`config.mk`:
```
export PLATFORM = sky130hd
export DESIGN_NAME = overlap_framer
export DESIGN_NICKNAME = d
export VERILOG_FILES = /design/src/rtl/overlap_framer.sv
export SDC_FILE = /design/constraint.sdc
export NUM_CORES = 1
export LEC_CHECK = 0
export ABC_AREA = 0
export CORE_ASPECT_RATIO = 1.2
export CORE_MARGIN = 2
export CORE_UTILIZATION = 33
export DETAILED_ROUTE_END_ITERATION = 12
export SYNTH_ARGS = -nofsm -noshare
export SYNTH_HDL_FRONTEND = slang
export SYNTH_SLANG_ARGS = --single-unit
```
`constraint.sdc`:
```
create_clock -name clk -period 5.4 [get_ports clk]
set_clock_uncertainty 0.2 [all_clocks]
set_input_delay 1.08 -clock clk [delete_from_list [all_inputs] [get_ports clk]]
set_output_delay 1.08 -clock clk [all_outputs]
set_load 0.01 [all_outputs]
```
`src/rtl/overlap_framer.sv`:
```
// overlap_framer: streaming framer with overlap between ADC input and FFT chain.
// Samples go into a circular buffer; every HOP samples (after the first
// FRAME_LEN) a FRAME_LEN-sample frame is streamed out with first/last tags.
// Optional input pre-emphasis is enabled by defining OVERLAP_FRAMER_PREEMPH_EN.
module overlap_framer #(
    parameter int DATA_W    = 12,
    parameter int FRAME_LEN = 64,
    parameter int HOP       = 32,
    parameter int DEPTH     = 128
) (
    input  logic              clk,
    input  logic              rst,
    input  logic              s_valid,
    input  logic [DATA_W-1:0] s_data,
    output logic              m_valid,
    input  logic              m_ready,
    output logic [DATA_W-1:0] m_data,
    output logic              m_first,
    output logic              m_last,
    output logic [15:0]       frame_cnt,
    output logic              overrun
);

    localparam int AW = $clog2(DEPTH);
    localparam int PW = AW + 1;
    localparam int IW = $clog2(FRAME_LEN);
    localparam int CW = IW + 1;

    typedef enum logic [1:0] {
        S_PRIME = 2'd0,
        S_IDLE  = 2'd1,
        S_READ  = 2'd2
    } state_t;

    logic              w_valid;
    logic [DATA_W-1:0] w_data;

`ifdef OVERLAP_FRAMER_PREEMPH_EN
    localparam int EW = DATA_W + 2;

    logic              pe_valid_q;
    logic [DATA_W-1:0] pe_data_q;
    logic [DATA_W-1:0] x_prev_q;
    logic signed [EW-1:0] pe_sum_d;
    logic [DATA_W-1:0] pe_clamped_d;

    // Pre-emphasis y = x - x_prev + x_prev/32, offset to mid-scale and clamped.
    always_comb begin
        pe_sum_d = $signed({2'b00, s_data})
                 - $signed({2'b00, x_prev_q})
                 + $signed({2'b00, (x_prev_q >> 5)})
                 + $signed(EW'(2 ** (DATA_W - 1)));
        if (pe_sum_d[EW-1]) begin
            pe_clamped_d = '0;
        end else if (pe_sum_d[DATA_W]) begin
            pe_clamped_d = '1;
        end else begin
            pe_clamped_d = pe_sum_d[DATA_W-1:0];
        end
    end

    // Extra write-path stage holding the filtered sample and the filter history.
    always_ff @(posedge clk) begin
        if (rst) begin
            pe_valid_q <= 1'b0;
            pe_data_q  <= '0;
            x_prev_q   <= '0;
        end else begin
            pe_valid_q <= s_valid;
            if (s_valid) begin
                pe_data_q <= pe_clamped_d;
                x_prev_q  <= s_data;
            end
        end
    end

    assign w_valid = pe_valid_q;
    assign w_data  = pe_data_q;
`else
    assign w_valid = s_valid;
    assign w_data  = s_data;
`endif

    logic [DATA_W-1:0] mem_q [DEPTH];

    state_t            state_q;
    logic [PW-1:0]     wr_ptr_q;
    logic [PW-1:0]     rd_ptr_q;
    logic [PW-1:0]     pend_start_q;
    logic              pending_q;
    logic [CW-1:0]     cnt_q;
    logic [IW-1:0]     idx_q;
    logic              m_valid_q;
    logic              m_first_q;
    logic              m_last_q;
    logic [DATA_W-1:0] m_data_q;
    logic [15:0]       frame_cnt_q;
    logic              overrun_q;

    logic [PW-1:0]     fill_rd_d;
    logic [PW-1:0]     fill_pd_d;
    logic              full_d;
    logic              w_fire_d;
    logic [CW-1:0]     cnt_inc_d;
    logic              trig_d;
    logic [PW-1:0]     trig_start_d;
    logic              issue_d;
    logic              finish_d;

    // Occupancy against the oldest unread sample, frame trigger and read issue decisions.
    always_comb begin
        fill_rd_d    = wr_ptr_q - rd_ptr_q;
        fill_pd_d    = wr_ptr_q - pend_start_q;
        full_d       = ((state_q == S_READ) && (fill_rd_d >= PW'(DEPTH)))
                     || (pending_q && (fill_pd_d >= PW'(DEPTH)));
        w_fire_d     = w_valid && !full_d;
        cnt_inc_d    = cnt_q + CW'(1);
        trig_d       = w_fire_d
                     && (cnt_inc_d == ((state_q == S_PRIME) ? CW'(FRAME_LEN) : CW'(HOP)));
        trig_start_d = wr_ptr_q + PW'(1) - PW'(FRAME_LEN);
        issue_d      = (state_q == S_READ) && (!m_valid_q || m_ready);
        finish_d     = issue_d && (idx_q == IW'(FRAME_LEN - 1));
    end

    // Circular sample buffer; contents are don't-care after reset.
    always_ff @(posedge clk) begin
        if (w_fire_d) begin
            mem_q[wr_ptr_q[AW-1:0]] <= w_data;
        end
    end

    // Write pointer, trigger counter, framing FSM, pending slot and output register.
    always_ff @(posedge clk) begin
        if (rst) begin
            state_q      <= S_PRIME;
            wr_ptr_q     <= '0;
            rd_ptr_q     <= '0;
            pend_start_q <= '0;
            pending_q    <= 1'b0;
            cnt_q        <= '0;
            idx_q        <= '0;
            m_valid_q    <= 1'b0;
            m_first_q    <= 1'b0;
            m_last_q     <= 1'b0;
            m_data_q     <= '0;
            frame_cnt_q  <= '0;
            overrun_q    <= 1'b0;
        end else begin
            if (w_valid) begin
                if (full_d) begin
                    overrun_q <= 1'b1;
                end else begin
                    wr_ptr_q <= wr_ptr_q + PW'(1);
                end
            end

            if (trig_d) begin
                cnt_q <= '0;
            end else if (w_fire_d) begin
                cnt_q <= cnt_inc_d;
            end

            if (m_valid_q && m_ready) begin
                m_valid_q <= 1'b0;
                if (m_last_q) begin
                    frame_cnt_q <= frame_cnt_q + 16'd1;
                end
            end

            if (issue_d) begin
                m_valid_q <= 1'b1;
                m_data_q  <= mem_q[rd_ptr_q[AW-1:0]];
                m_first_q <= (idx_q == '0);
                m_last_q  <= finish_d;
                rd_ptr_q  <= rd_ptr_q + PW'(1);
                idx_q     <= idx_q + IW'(1);
            end

            case (state_q)
                S_PRIME: begin
                    if (trig_d) begin
                        state_q  <= S_READ;
                        rd_ptr_q <= trig_start_d;
                        idx_q    <= '0;
                    end
                end
                S_IDLE: begin
                    if (pending_q) begin
                        state_q   <= S_READ;
                        rd_ptr_q  <= pend_start_q;
                        idx_q     <= '0;
                        pending_q <= 1'b0;
                        if (trig_d) begin
                            pending_q    <= 1'b1;
                            pend_start_q <= trig_start_d;
                        end
                    end else if (trig_d) begin
                        state_q  <= S_READ;
                        rd_ptr_q <= trig_start_d;
                        idx_q    <= '0;
                    end
                end
                S_READ: begin
                    if (finish_d) begin
                        if (pending_q) begin
                            rd_ptr_q  <= pend_start_q;
                            idx_q     <= '0;
                            pending_q <= 1'b0;
                        end else begin
                            state_q <= S_IDLE;
                        end
                    end
                    if (trig_d) begin
                        if (pending_q && !finish_d) begin
                            overrun_q <= 1'b1;
                        end else begin
                            pending_q    <= 1'b1;
                            pend_start_q <= trig_start_d;
                        end
                    end
                end
                default: begin
                    state_q <= S_PRIME;
                end
            endcase
        end
    end

    assign m_valid   = m_valid_q;
    assign m_data    = m_data_q;
    assign m_first   = m_first_q;
    assign m_last    = m_last_q;
    assign frame_cnt = frame_cnt_q;
    assign overrun   = overrun_q;

endmodule

```
==> impl_results.rst <==
.. list-table::
   :header-rows: 1

   * - Metric
     - Value
   * - Status
     - finished, final reports clean
   * - Wire length per cell
     - 28.3 um
   * - Leading cell types by total area after synthesis
     - edfxtp_1 (73%), mux4_2 (11%), mux2i_1 (3.1%), dfxtp_1 (2.3%), nor2_1 (1.2%)
   * - Power share of the sequential group
     - 0.563
   * - WL final
     - 172 mm
   * - Layout overhead on the synthesized area
     - 13.7%
   * - Type of the worst setup path
     - reg -> reg
   * - Slew at the pin with the worst max-slew slack
     - 1.30 ns
   * - Net switching component of the power
     - 4.92 mW
   * - Design internal power
     - between 15 and 20 mW
   * - Post-CTS repair timing setup buffer count
     - 0
   * - Cell taking the most area after synthesis
     - edfxtp_1
   * - Number of violations of the max-capacitance limit
     - 0
   * - Number of buffers added to fix hold violations after cts
     - 0
   * - Global-route wire length before repair
     - 245 mm
   * - Sum of met3 wire segment lengths after detailed routing
     - 11.8 mm
   * - Number of stages on the worst hold path
     - 2
   * - Average via count per standard cell
     - 5.42
   * - Number of max-slew violations in the final report
     - 0
   * - Number of nets in the finished design
     - 3,525
   * - Mapped cell area
     - ~0.063 sq mm
   * - Clock edge transition at the registers on the reported setup and hold paths
     - 0.06 ns
   * - Synth async-reset ratio
     - 0
   * - CTS buffer count
     - 150
   * - Top Ports
     - 48
   * - Area of the die
     - 0.195 sq mm
   * - Leakage power total
     - 21.7 nW
   * - Die span in x
     - 404 um
   * - Residual overflow from global routing
     - 0
   * - Worst path required time
     - a little under 6 ns
   * - Share of synthesized area occupied by flip-flops and latches
     - 0.751
   * - Core footprint
     - 0.191 sq mm
   * - Portion of synthesized cell area occupied by the leading cell type
     - 0.728
   * - Proportion of power drawn by the clock network
     - 0.422
   * - Number of cells on the worst reg-to-reg path
     - 10
   * - Mapped Cells
     - 3,267
   * - PostCTS Resize Cnt
     - 0
   * - Number of distinct library cell variants in the gate-level netlist after synthesis
     - 64
   * - Max-slew headroom at the worst pin
     - 0.127
   * - EDFF count, synth
     - 1,536
   * - Mean Syn Cell Area
     - approximately 19 sq um
   * - Number of antenna violations at the first check in global routing
     - 11
   * - Setup_tns
     - 0 ns
   * - Most frequent standard cell in the layout excluding fill and tap cells
     - edfxtp_1
   * - Number of iterations in the first detailed-routing pass
     - 6
   * - Clock root buffer master
     - clkbuf_16
   * - CTS tree
     - done
   * - Synthesis-stage register bit count
     - approximately 1,600
   * - Sw Ratio
     - 0.202
   * - Period utilisation layout
     - 0.844
   * - Startpoint class of the critical path
     - flop
   * - DRC Markers
     - 0
   * - Routability congestion estimate
     - 0.867
   * - Comb power frac
     - 0.015
   * - Synthesized netlist net count
     - 3,308
   * - Main flop type after synthesis
     - edfxtp_1
   * - Highest fanout seen on the critical path
     - 68
   * - Proportion of layout cells with a drive suffix above 1
     - 0.211
   * - Power per cell area
     - 338 mW/mm^2
   * - Total number of clock tree sinks
     - 1,608
   * - Kind of end point of the critical path
     - flop
   * - CTS H-Tree Depth
     - 4
   * - PortBufs
     - 47
   * - Highest signal layer in the routed design
     - met5
   * - Number of vias after detailed routing
     - around 33,000
   * - IR Drop Worst-Case VDD
     - 341 uV
   * - Instance area at placement
     - 0.0673 sq mm
   * - Vias in the first global route
     - 32,800
   * - Highest clock rate
     - 219 MHz
   * - Met2 WL
     - 85.1 mm
   * - Yosys Warn Count
     - 0
   * - Commonest cells after routing, fill and taps aside
     - edfxtp_1 (1,536), mux4_2 (309), buf_4 (209)
   * - Cell row count
     - 176
   * - Clock Tree Buf Depth
     - 3
   * - Overall power
     - 24.3 mW
   * - RSZ-0062 raised after global routing
     - no
   * - Data arrival at the endpoint of the critical path
     - 5.02 ns
   * - Hold Vio Cnt, Final
     - 0
   * - Final HPWL DP
     - 108 mm
   * - Starting Density
     - 0.331
   * - Filler Cells Inserted
     - 17,400
   * - Routed met1 length
     - between 60 and 70 mm
   * - Largest net degree at the start of global routing
     - 86
   * - Shortest clock period the worst path allows after layout
     - 4.56 ns
   * - Global-route total usage across every layer
     - 0.175
   * - Setup-violating endpoint count in the final report
     - 0
   * - Type of the most critical hold path
     - reg -> reg
   * - Post-route cell area
     - 0.0720 sq mm
   * - Antenna-violating nets left
     - 0
   * - Worst skew pair latency
     - 0.80 ns
   * - Drt first-iter violations
     - about 3,800
   * - Die Height
     - 484 um
cell type report:
type,count,area (sq um),share of cell area
Sequential cell,1608,47600,0.661
Multi-Input combinational cell,1447,14500,0.202
Clock buffer,193,3960,0.0550
Tap cell,2492,3120,0.0433
Timing Repair Buffer,250,2030,0.0283
Clock inverter,71,673,0.00935
Inverter,27,104,0.00144
Antenna cell,2,5.00,0.0000695
flip-flops by register name, summed over array words and instances (netlist names):
| name | flops |
|---|---|
| pend_start_q | 8 |
| m_data | 12 |
| m_valid | 1 |
| m_first | 1 |
| state_q | 2 |
| pending_q | 1 |
| wr_ptr_q | 8 |
| mem_q | 1536 |
| m_last | 1 |
| cnt_q | 7 |
| idx_q | 6 |
| overrun | 1 |
| rd_ptr_q | 8 |
| frame_cnt | 16 |
cell usage after synthesis (4+ instances only):
cell,n
and2_1,4
inv_1,24
a221oi_1,16
buf_8,7
xor2_1,24
ha_1,25
o211ai_1,8
clkbuf_1,75
buf_1,13
a211oi_1,31
mux2i_1,196
nor2_1,202
nand4_1,23
o21ai_0,65
and3_1,10
xnor2_1,18
edfxtp_1,1536
mux2_2,10
buf_2,36
buf_4,21
o221ai_1,50
a2111oi_0,8
mux4_2,309
buf_12,4
dfxtp_1,72
o22ai_1,26
a22oi_1,22
or4_1,4
nor4_1,9
a21oi_1,102
nand3_1,45
a211oi_2,5
nor2b_1,23
nor3_1,20
a31oi_1,5
o21ai_1,7
buf_6,29
nand2_1,127
or3_1,8
metal layers:
metal  track usage  vias up
li1              -    13800
met1         0.227    17500
met5             0        -
met4        0.0739       10
met2         0.291     1398
met3        0.0263      303
path summary, 6_finish.rpt:
kind         slack [ns]        start   endpoint
max                0.84  rd_ptr_q[0]  m_data[9]
min                0.26      m_first    m_first
max reg2reg        0.84  rd_ptr_q[0]  m_data[9]
min reg2reg        0.26      m_first    m_first
worst max-delay path, stage by stage, from the launching register on:
cell       delay, ns
dfxtp_4         0.80
buf_12          0.46
buf_4           0.52
mux4_2          0.55
nand2_1         0.07
a21oi_1         0.10
a2111oi_0       0.93
buf_4           0.25
o211ai_1        0.16
o21ai_0         0.14
nor4_1          0.07
cell families (layout without fill, tap and decap cells):
logic type,count (synthesis),count (layout),share of synthesized area
AO/OA/AOI/OAI,379,379,0.0405
XOR/XNOR,42,42,0.00581
adder cells (fa/ha/maj),25,25,0.00494
buffers and inverters,212,541,0.0202
flip-flops,1608,1608,0.751
multiplexers,517,517,0.144
other,0,2,0
AND/OR/NAND/NOR,484,484,0.0338
power groups by stage:
| stage | Clock, mW | Combinational (mW) | Sequential [mW] |
|---|---|---|---|
| final | 10.3 | 0.370 | 13.7 |
| after CTS | 10.4 | 0.370 | 13.7 |
| after floorplan | 0 | 0.0626 | 13.9 |
| after global routing | 10.9 | 0.389 | 13.7 |
| after global placement | 0 | 0.360 | 13.9 |
| after detailed placement | 0 | 0.370 | 13.9 |
per-stage QoR:
| step | cells | hold slack [ns] | util | worst slack (ns) |
|---|---|---|---|---|
| 6_report | 6090 | 0.255 | 0.377 | 0.842 |
| 5_1_grt | 6088 | 0.280 | 0.377 | 0.659 |
| 4_1_cts | 6088 | 0.260 | 0.377 | 0.840 |
| 3_5_place_dp | 5824 | 0.252 | 0.352 | 0.858 |
| 3_3_place_gp | 5824 | 0.241 | 0.352 | 0.963 |
| 2_1_floorplan | 3267 | 0.238 | - | 1.21 |
Note: power is estimated with default switching activity, not from simulation.
